**src/rtl/cgra_pkg.sv**
```systemverilog
// Shared CGRA definitions.
// Holds the skid-stage state encoding and its depth. The state encoding
// doubles as the occupancy count of the stage.
package cgra_pkg;

    typedef enum logic [1:0] {
        EMPTY = 2'd0,
        BUSY  = 2'd1,
        FULL  = 2'd2
    } skid_state_t;

    localparam int SKID_DEPTH = 2;

endpackage : cgra_pkg

```
**src/rtl/reg_ar_en.sv**
```systemverilog
// Load-enabled register with asynchronous active-high clear.
// Ports:
//   clk - rising-edge clock
//   rst - async active-high clear, q goes to zero
//   en  - load d on the next rising edge
//   d   - data in
//   q   - registered data out
module reg_ar_en #(
    parameter int width = 64
) (
    input  logic             clk,
    input  logic             rst,
    input  logic             en,
    input  logic [width-1:0] d,
    output logic [width-1:0] q
);

    always_ff @(posedge clk or posedge rst) begin
        if (rst)     q <= '0;
        else if (en) q <= d;
    end

endmodule : reg_ar_en

```
**src/rtl/pipe_skid_reg.sv**
```systemverilog
// Elastic pipeline register with a two-entry skid buffer.
// Accepts one beat per cycle while the downstream keeps up and parks one
// extra beat in the skid register when the downstream stalls. All outputs
// come straight from flops, so m_ready never reaches s_ready combinationally.
// Ports:
//   clk, rst  - clock, async active-high reset
//   s_data    - upstream payload
//   s_valid   - upstream beat valid
//   s_ready   - stage can accept a beat (registered)
//   m_data    - downstream payload (registered)
//   m_valid   - downstream beat valid (registered)
//   m_ready   - downstream accepts beat
//   occupancy - number of beats held (0..2)
module pipe_skid_reg
    import cgra_pkg::*;
#(
    parameter int width = 64
) (
    input  logic             clk,
    input  logic             rst,
    input  logic [width-1:0] s_data,
    input  logic             s_valid,
    output logic             s_ready,
    output logic [width-1:0] m_data,
    output logic             m_valid,
    input  logic             m_ready,
    output logic [1:0]       occupancy
);

    skid_state_t      state_q;
    logic             s_ready_q;
    logic             m_valid_q;
    logic [width-1:0] main_q;
    logic [width-1:0] main_d;
    logic [width-1:0] skid_q;
    logic             main_en;
    logic             skid_en;
    logic             s_fire;
    logic             m_fire;

    assign s_fire = s_valid & s_ready_q;
    assign m_fire = m_valid_q & m_ready;

    // Main register loads fresh upstream data when empty or when a beat
    // leaves and another arrives together; when the skid is occupied it
    // refills from the skid as the head beat departs.
    assign main_en = ((state_q == EMPTY) && s_fire)
                   || ((state_q == BUSY) && s_fire && m_fire)
                   || ((state_q == FULL) && m_fire);
    assign main_d  = (state_q == FULL) ? skid_q : s_data;

    // Skid captures the beat that arrived while the head beat stalled.
    assign skid_en = (state_q == BUSY) && s_fire && !m_fire;

    reg_ar_en #(.width(width)) u_main (
        .clk (clk),
        .rst (rst),
        .en  (main_en),
        .d   (main_d),
        .q   (main_q)
    );

    reg_ar_en #(.width(width)) u_skid (
        .clk (clk),
        .rst (rst),
        .en  (skid_en),
        .d   (s_data),
        .q   (skid_q)
    );

    // s_ready is held low through reset and rises on the first edge after
    // release, since EMPTY always reasserts it.
    always_ff @(posedge clk or posedge rst) begin
        if (rst) begin
            state_q   <= EMPTY;
            m_valid_q <= 1'b0;
            s_ready_q <= 1'b0;
        end else begin
            case (state_q)
                EMPTY: begin
                    s_ready_q <= 1'b1;
                    if (s_fire) begin
                        state_q   <= BUSY;
                        m_valid_q <= 1'b1;
                    end
                end
                BUSY: begin
                    if (s_fire && !m_fire) begin
                        state_q   <= FULL;
                        s_ready_q <= 1'b0;
                    end else if (!s_fire && m_fire) begin
                        state_q   <= EMPTY;
                        m_valid_q <= 1'b0;
                    end
                end
                FULL: begin
                    if (m_fire) begin
                        state_q   <= BUSY;
                        s_ready_q <= 1'b1;
                    end
                end
                default: begin
                    state_q   <= EMPTY;
                    m_valid_q <= 1'b0;
                    s_ready_q <= 1'b1;
                end
            endcase
        end
    end

    assign s_ready   = s_ready_q;
    assign m_valid   = m_valid_q;
    assign m_data    = main_q;
    assign occupancy = state_q;

endmodule : pipe_skid_reg

```
**config.mk**
```make
export PLATFORM = sky130hd
export DESIGN_NAME = pipe_skid_reg
export DESIGN_NICKNAME = d
export VERILOG_FILES = /design/src/rtl/cgra_pkg.sv /design/src/rtl/reg_ar_en.sv /design/src/rtl/pipe_skid_reg.sv
export SDC_FILE = /design/constraint.sdc
export NUM_CORES = 1
export LEC_CHECK = 0
export ABC_AREA = 1
export CAP_MARGIN = 20
export CORE_MARGIN = 3
export CORE_UTILIZATION = 50
export CTS_CLUSTER_DIAMETER = 30
export DETAILED_ROUTE_END_ITERATION = 7
export GPL_ROUTABILITY_DRIVEN = 1
export PLACE_DENSITY = 0.78
export SYNTH_ARGS = -nofsm -noshare
export SYNTH_HDL_FRONTEND = slang
export SYNTH_SLANG_ARGS = --single-unit
```
**constraint.sdc**
```tcl
create_clock -name clk -period 4.6 [get_ports clk]
set_input_delay 0.46 -clock clk [delete_from_list [all_inputs] [get_ports clk]]
set_output_delay 0.46 -clock clk [all_outputs]
set_load 0.05 [all_outputs]
```
-- Yosys cells after proc, flatten, opt, wreduce, memory -nomap -nowiden
Cells that the tools add are included.
- word-level logic and storage cells: 44
- input port bits: 68
- output and inout port bits: 68
- flip-flop bits (word level): 132
- reduce and logical (&&, ||, !) cells: 15
- multiplexer cells: 13
- equality and inequality tests: 8
- bitwise logic cells: 3
- operators with widths (kind ; number):
    two-way mux 64 bit ; 1
    two-way mux 2 bit ; 4
    logical AND 1 bit ; 7
    inequality test 2 bit, second input constant ; 3
    case mux 2 bit (3 select lines) ; 1
    two-way mux 1 bit ; 5
    inequality test 2 x 1 -> 1 bit, second input constant ; 2
    AND reduction 4 bit ; 1
    inequality test 3 x 1 -> 1 bit, second input constant ; 1
    case mux 1 bit (3 select lines) ; 1
    AND reduction 3 bit ; 1
    AND 1 bit ; 2
    == test 2 x 1 -> 1 bit, second input constant ; 1
    == test 2 bit, second input constant ; 1
    logical NOT 1 bit ; 2
    logical NOT 2 bit ; 1
    logical OR 1 bit ; 2
    case mux 1 bit (2 select lines) ; 1
    AND reduction 2 bit ; 1
    inverter 1 bit ; 1

-- Longest topological paths before layout
Gate-level depths: netlist of the first run.
- depth in word-level cells: 6
- depth in mapped cells: 8
- mapped depth without buffers: 7

-- By module
Synthesis of the first run repeated with hierarchy kept, for this count alone.
- cells, all modules: 784
- area total of the unflattened synthesis: 5944.5 um^2
- modules (own cells, without submodules) (module ; instances ; sequential area each (um^2) ; cells an instance ; area each (um^2)):
    reg_ar_en ; 2 ; 1601.5 ; 271 ; 2449.8
    pipe_skid_reg ; 1 ; 100.1 ; 242 ; 1044.8

-- Worst setup path before layout of the first run
OpenSTA, ideal clock, no wires.
- kind: flip-flop to flip-flop
- from: reg s_ready_q (netlist: s_ready)
- to: reg u_skid.q[12]
- path slack: 2.998 ns
- setup time: 0.130 ns
- clock period less this slack: 1.602 ns
- data arrival time: 1.472 ns
- required time: 4.470 ns
- path buffers: 2
- stages on the path, launching flop included: 8
- cells stage by stage: dfrtp_1 -> nand2_1 -> nor2_1 -> nand3_1 -> buf_2 -> buf_2 -> nand2_1 -> o21ai_1
- longest elaborated chain between the ends: 3
- ends and longest elaborated chain (item ; line ; text):
    start: declaration ; pipe_skid_reg.sv:31 ; logic s_ready_q;
    start signal: assignment ; pipe_skid_reg.sv:77 ; s_ready_q <= 1'b0;
    start signal: assignment ; pipe_skid_reg.sv:81 ; s_ready_q <= 1'b1;
    start signal: assignment ; pipe_skid_reg.sv:90 ; s_ready_q <= 1'b0;
    AND 1 bit ; pipe_skid_reg.sv:41 ; assign s_fire = s_valid & s_ready_q;
    logical AND 1 bit (2 in series) ; pipe_skid_reg.sv:53 ; assign skid_en = (state_q == BUSY) && s_fire && !m_fire;
    end signal: assignment ; reg_ar_en.sv:19 ; if (rst) q <= '0;
    end signal: assignment ; reg_ar_en.sv:20 ; else if (en) q <= d;
    end: declaration ; reg_ar_en.sv:15 ; output logic [width-1:0] q
No other way between the ends.
A chain may end at the register's enable or synchronous reset.

-- Final worst setup path of the first run
- from: in m_ready
- to: reg u_main.q[33]
- longest elaborated chain between the ends: 4
- elaborated cells on any way between the ends: 5
- those cells by class: 1 x bitwise; 4 x reduce/logical
- ends and longest elaborated chain (item ; line ; text):
    start: declaration ; pipe_skid_reg.sv:26 ; input logic m_ready,
    AND 1 bit * ; pipe_skid_reg.sv:42 ; assign m_fire = m_valid_q & m_ready;
    logical AND 1 bit ; pipe_skid_reg.sv:48 ; || ((state_q == BUSY) && s_fire && m_fire)
    logical OR 1 bit ; pipe_skid_reg.sv:48 ;
    logical OR 1 bit * ; pipe_skid_reg.sv:49 ; || ((state_q == FULL) && m_fire);
    end signal: assignment ; reg_ar_en.sv:19 ;
    end signal: assignment ; reg_ar_en.sv:20 ;
    end: declaration ; reg_ar_en.sv:15 ;
Every way passes the cells marked *; elsewhere a longest branch is shown, timed or not.

==> flow_summary.toml, run 1 <==
[global_routing]
grt_pass1_vias = 5124
antenna_found_initial = 0
grt_pass1_wl_um = 24900
grt_start_max_net_pins = 103
track_usage_pct = 23.3
grt-ovfl-total = 0

[clock_network]
cts_buffers = 17
clk_latency_ps = 400
cts_num_sinks = 132
cts_setup_buffers = 0
htree_num_levels = 4
clockRootBuffer = "clkbuf_16"
cts.path.max_buffers = 2
cts_hold_buf = 0
cts_tree = "yes"
path_clk_slew_ps = 60
post_cts_resized = 0

[place]
gp_congestion = 0.836
dp_slack_ps = 1610
post_dp_cell_area_um2 = 7390
dpl.hpwl_um = 9180
io_buffers = 135
dp.cells = 1024

[flow_run]
max_cap_viol_count = 0

[cells_and_area]
drive_gt1_share_pct = 5.36
layout_common_cells = "nand2_1, clkdlybuf4s50_1, dfrtp_1, nand3_1"
synthToLayoutAreaGrowth_pct = 33.2
nets = 969
fin_util_pct = 69.2
diodes = 0
layout_commonest_cell = "nand2_1"
layoutNonFillerInstCount = 1057
postLayoutCellArea_um2 = 8010

[drt]
dr.pass1.iters = 5
drtIter0Drc = 493
drc = 0
via_count = 5394
routed_wl_um = 14900
viasPerCell = 5.10
ant_nets = 0
wl_per_cell_um = 14.1

[power]
power_mw = 6.44
total_leakage_power_nw = 4.26
powerDensity_nw_per_um2 = 805
ir_drop_mv = 0.707

[timing]
setup_viol = 0
fin_tns_setup_ps = 0
max_slew.worst_pin.slew_ps = 918
min_period_ps = 2440
clock.fmax_mhz = 410
relSlewSlack_pct = 38.8
setup_slack_ps = 2160
clock_skew_ps = 7.23
report.final.hold_viol_count = 0
final-max-slew-violation-count = 0
period_share_pct = 53.1
rsz0062_at_grt = "false"
holdWs_ps = 476

[setup_path]
cp-startpoint = "m_ready"
required_ps = 4890
endpoint_kind = "flop"
crit_arrival_ps = 2730
critPathKind = "input pin to flop"
r2r-start = "occupancy[0]"
path_max_fanout = 65
critPathLaunchType = "input pin"

[yosys]
synth_area_per_cell_um2 = 7.63
postSynthCellCount = 787
synth_nets = 855
synth-seq-cells = 132
yosysWarnings = 0
seq_area_frac_synth_pct = 55.0
ys_types = 13
syn_area_um2 = 6010

[floorplan]
dieArea_um2 = 13400
num_io_pins = 136
start_util_pct = 52.0
core-area_um2 = 11600
core.rowCount = 39
die_w_um = 116
die_h_um = 116

[worst_hold_path]
worst_hold_startpoint = "u_main.q[62]"
hold_path.class = "flop to flop"

[run_status]
status = "completed"
-- where the power goes --
| group | switching, mW | internal (mW) |
|---|---|---|
| sequential | 0.333 | 1.71 |
| clock | 0.496 | 0.823 |
| combinational | 2.10 | 0.980 |
| total | 2.93 | 3.52 |
-- critical path: stages --
cell and delay [ps]:
clkdlybuf4s50_1 450, nand2_1 170, o21ai_4 100, buf_4 580, nand2_2 480, buf_12 330, nand2_1 80, nand2_1 60
-- cell families (layout without fill, tap and decap cells) --
kind of cell | count (synthesis) | after routing | synth area share [%]
simple gates | 472 | 472 | 31.0
compound gates | 67 | 67 | 5.58
buf+inv | 116 | 243 | 8.43
flops | 132 | 132 | 55.0
-- cell type report --
class,count,area [um^2]
flip-flops and latches,132,3300
repair buffers,143,1440
fillers,916,3560
multi-input cells,539,2230
well taps,143,179
clock buffers,19,453
inverters,68,260
clock inverters,13,134
-- worst paths after layout --
check	end	slack, ps	depth (start not counted)
max	u_main.q[33]	2160	8
min	u_main.q[62]	480	2
max reg2reg	u_main.q[27]	2230	8
min reg2reg	u_main.q[62]	480	2
max in group asynchronous	u_skid.q[23]	2950	3
min in group asynchronous	u_main.q[40]	650	2
-- synthesized netlist by cell type --
| library cell | count | area [um^2] |
|---|---|---|
| nor2_2 | 1 | 6.26 |
| nor2_1 | 2 | 7.51 |
| clkbuf_1 | 1 | 3.75 |
| nand3_1 | 69 | 345 |
| inv_1 | 66 | 248 |
| nand2_1 | 399 | 1500 |
| buf_2 | 42 | 210 |
| nand2_2 | 1 | 6.26 |
| dfrtp_1 | 132 | 3300 |
| inv_2 | 2 | 7.51 |
| buf_4 | 5 | 37.5 |
| o21ai_1 | 66 | 330 |
| o21ai_0 | 1 | 5.00 |
-- sequential cells by signal, summed over array words and instances (netlist names) --
signal,count
u_skid.q,64
occupancy,2
s_ready,1
u_main.q,64
m_valid,1
-- metal layers --
layer	vias up	GRT usage [%]	part of all wire, %
met5	-	0	0
met4	0	7.73	1.6
met3	23	4.13	6.6
met2	212	36.8	47
met1	2510	32.9	45
li1	2649	-	-
No activity file was read; power rests on OpenSTA's default activity.
==> run 2: changes to the inputs <==
--- a/config.mk
+++ b/config.mk
@@ -8,11 +8,11 @@
 export ABC_AREA = 1
 export CAP_MARGIN = 20
 export CORE_MARGIN = 3
-export CORE_UTILIZATION = 50
+export CORE_UTILIZATION = 46
 export CTS_CLUSTER_DIAMETER = 30
 export DETAILED_ROUTE_END_ITERATION = 7
 export GPL_ROUTABILITY_DRIVEN = 1
-export PLACE_DENSITY = 0.78
+export PLACE_DENSITY = 0.75
 export SYNTH_ARGS = -nofsm -noshare
 export SYNTH_HDL_FRONTEND = slang
 export SYNTH_SLANG_ARGS = --single-unit
==> constraint.sdc (replaced) <==
create_clock -name clk -period 2 [get_ports clk]
set_input_delay 0.2 -clock clk [delete_from_list [all_inputs] [get_ports clk]]
set_output_delay 0.2 -clock clk [all_outputs]
set_load 0.05 [all_outputs]
==> run 2 against run 1 <==
Effect of this change:
- clock skew hardly changed
- global-route usage is 1.9 points lower
- sequential power is 130% higher
- critical path depth is 7 lower
- final cell count is 3.1% higher
- setup slack worse by 2000 ps
- final area is 1.8% higher
- highest routed layer unchanged
- first-iteration DRC count is 13% lower
- flip-flop and latch count stayed put
==> flow_summary.toml, run 2 (synthesis results as in run 1) <==
[floorplan]
num_io_pins = 136
core-area_um2 = 12700
dieArea_um2 = 14500
start_util_pct = 47.4
die_w_um = 120
die_h_um = 120
core.rowCount = 41

[cells_and_area]
nets = 973
layout_commonest_cell = "nand2_1"
multi_input_area_um2 = 2230
drive_gt1_share_pct = 5.66
diodes = 0
layout_common_cells = "nand2_1, clkdlybuf4s50_1, dfrtp_1, nand3_1"
synthToLayoutAreaGrowth_pct = 35.6
final.fill_count = 1116
seq_area_um2 = 3300
fin_util_pct = 64.3

[setup_path]
cp_slowest_stage_delay_ps = 830
path_max_fanout = 5
required_ps = 1800
critPathLaunchType = "flop"
critPathKind = "flop to output pin"
cp_top_family = "buffers and inverters"
crit_arrival_ps = 1650
path_buf_inv = 1
endpoint_kind = "output pin"
reg2reg_slack_ps = 310
slowest_stage = "clkdlybuf4s50_1"
cp_cell_sequence = "clkdlybuf4s50_1"

[clock_network]
cts_tree = "yes"
cts.path.max_buffers = 2
cts_buffers = 17
htree_num_levels = 4
path_clk_slew_ps = 50
cts_num_sinks = 132
cts_hold_buf = 0
clockRootBuffer = "clkbuf_16"
clk_latency_ps = 420

[power]
p_seq_share_pct = 31.0
clock_power_share_pct = 21.8
total_leakage_power_nw = 4.32
p_int_mw = 8.42
ir_drop_mv = 1.12
powerDensity_nw_per_um2 = 1850
swShare_pct = 44.2
switchingPower_mw = 6.67
combinationalPowerShare_pct = 47.2

[drt]
ant_nets = 0
dr.pass1.iters = 4
wl_per_cell_um = 13.5
drc = 0
via_count = 5242
viasPerCell = 4.81
drtIter0Drc = 428
routed_wl_um = 14700

[timing]
final-max-slew-violation-count = 0
clock.fmax_mhz = 540
holdWs_ps = 243
period_share_pct = 92.6
min_period_ps = 1850
relSlewSlack_pct = 63.5
report.final.hold_viol_count = 0
fin_tns_setup_ps = 0
setup_viol = 0
max_slew.worst_pin.slew_ps = 545
clock_skew_ps = 7.32
rsz0062_at_grt = "false"

[global_routing]
track_usage_pct = 21.4
grt_start_max_net_pins = 111
grt_pass1_wl_um = 24800
grt-ovfl-total = 0
grt_pass1_vias = 5090
antenna_found_initial = 0

[worst_hold_path]
hold_path.class = "input pin to async pin"

[run_status]
status = "completed"

[flow_run]
max_cap_viol_count = 0

[place]
io_buffers = 135
gp_congestion = 0.857
dpl.hpwl_um = 8930
-- run 2: area by class of cell --
class / instances / share of cell area, %
repair buffers: 147 / 18.6
clock inverters: 11 / 1.90
flip-flops and latches: 132 / 40.5
clock buffers: 21 / 5.77
well taps: 172 / 2.64
inverters: 68 / 3.18
multi-input cells: 539 / 27.4
-- run 2: final timing paths --
kind                                   start  cells past startpoint            to
worst max-delay path                 s_ready                      1       s_ready
worst min register to register  u_main.q[41]                      2  u_main.q[41]
min in group clk                  s_data[27]                      3  u_skid.q[27]
worst min-delay path                     rst                      3   u_skid.q[0]
max in group asynchronous                rst                      3  u_main.q[59]
worst max register to register  occupancy[0]                      7  u_main.q[36]
-- run 2: routing by layer --
layer	part of all wire (%)	track usage (%)
met1	46	29.5
met4	2.0	8.29
met2	45	32.2
met3	6.5	6.17
met5	0	0
-- run 2: power by group through the flow --
stage / clock network [mW] / logic, mW / registers (mW)
2_1_floorplan: 0 / 2.74 / 6.80
3_3_place_gp: 0 / 7.06 / 4.69
3_5_place_dp: 0 / 7.19 / 4.69
4_1_cts: 3.34 / 7.20 / 4.68
5_1_grt: 3.47 / 7.77 / 4.83
6_report: 3.29 / 7.13 / 4.68
-- run 2: stage by stage --
stage	instance area [um^2]	std cells	worst slack, ps	power, mW
floorplan	6010	787	163	9.54
global placement	7530	1058	258	11.8
detailed placement	7530	1058	192	11.9
CTS	8150	1090	129	15.2
global route	8150	1090	85.6	16.1
finish	8150	1090	147	15.1
-- run 2: worst register-to-register path, cell delays in order, from the launching register on --
cell,delay [ps]
dfrtp_1,560
inv_2,120
nand2_2,110
nand2_2,100
nand2_2,80
buf_4,420
nand2_1,150
nand2_1,90
-- run 2: what timing repair did --
item / CTS / global route
buffers inserted: 0 / 0
endpoints found under the setup margin: 2 / 0
endpoints found under the hold margin: 0 / 0
resized for setup: 2 / 0
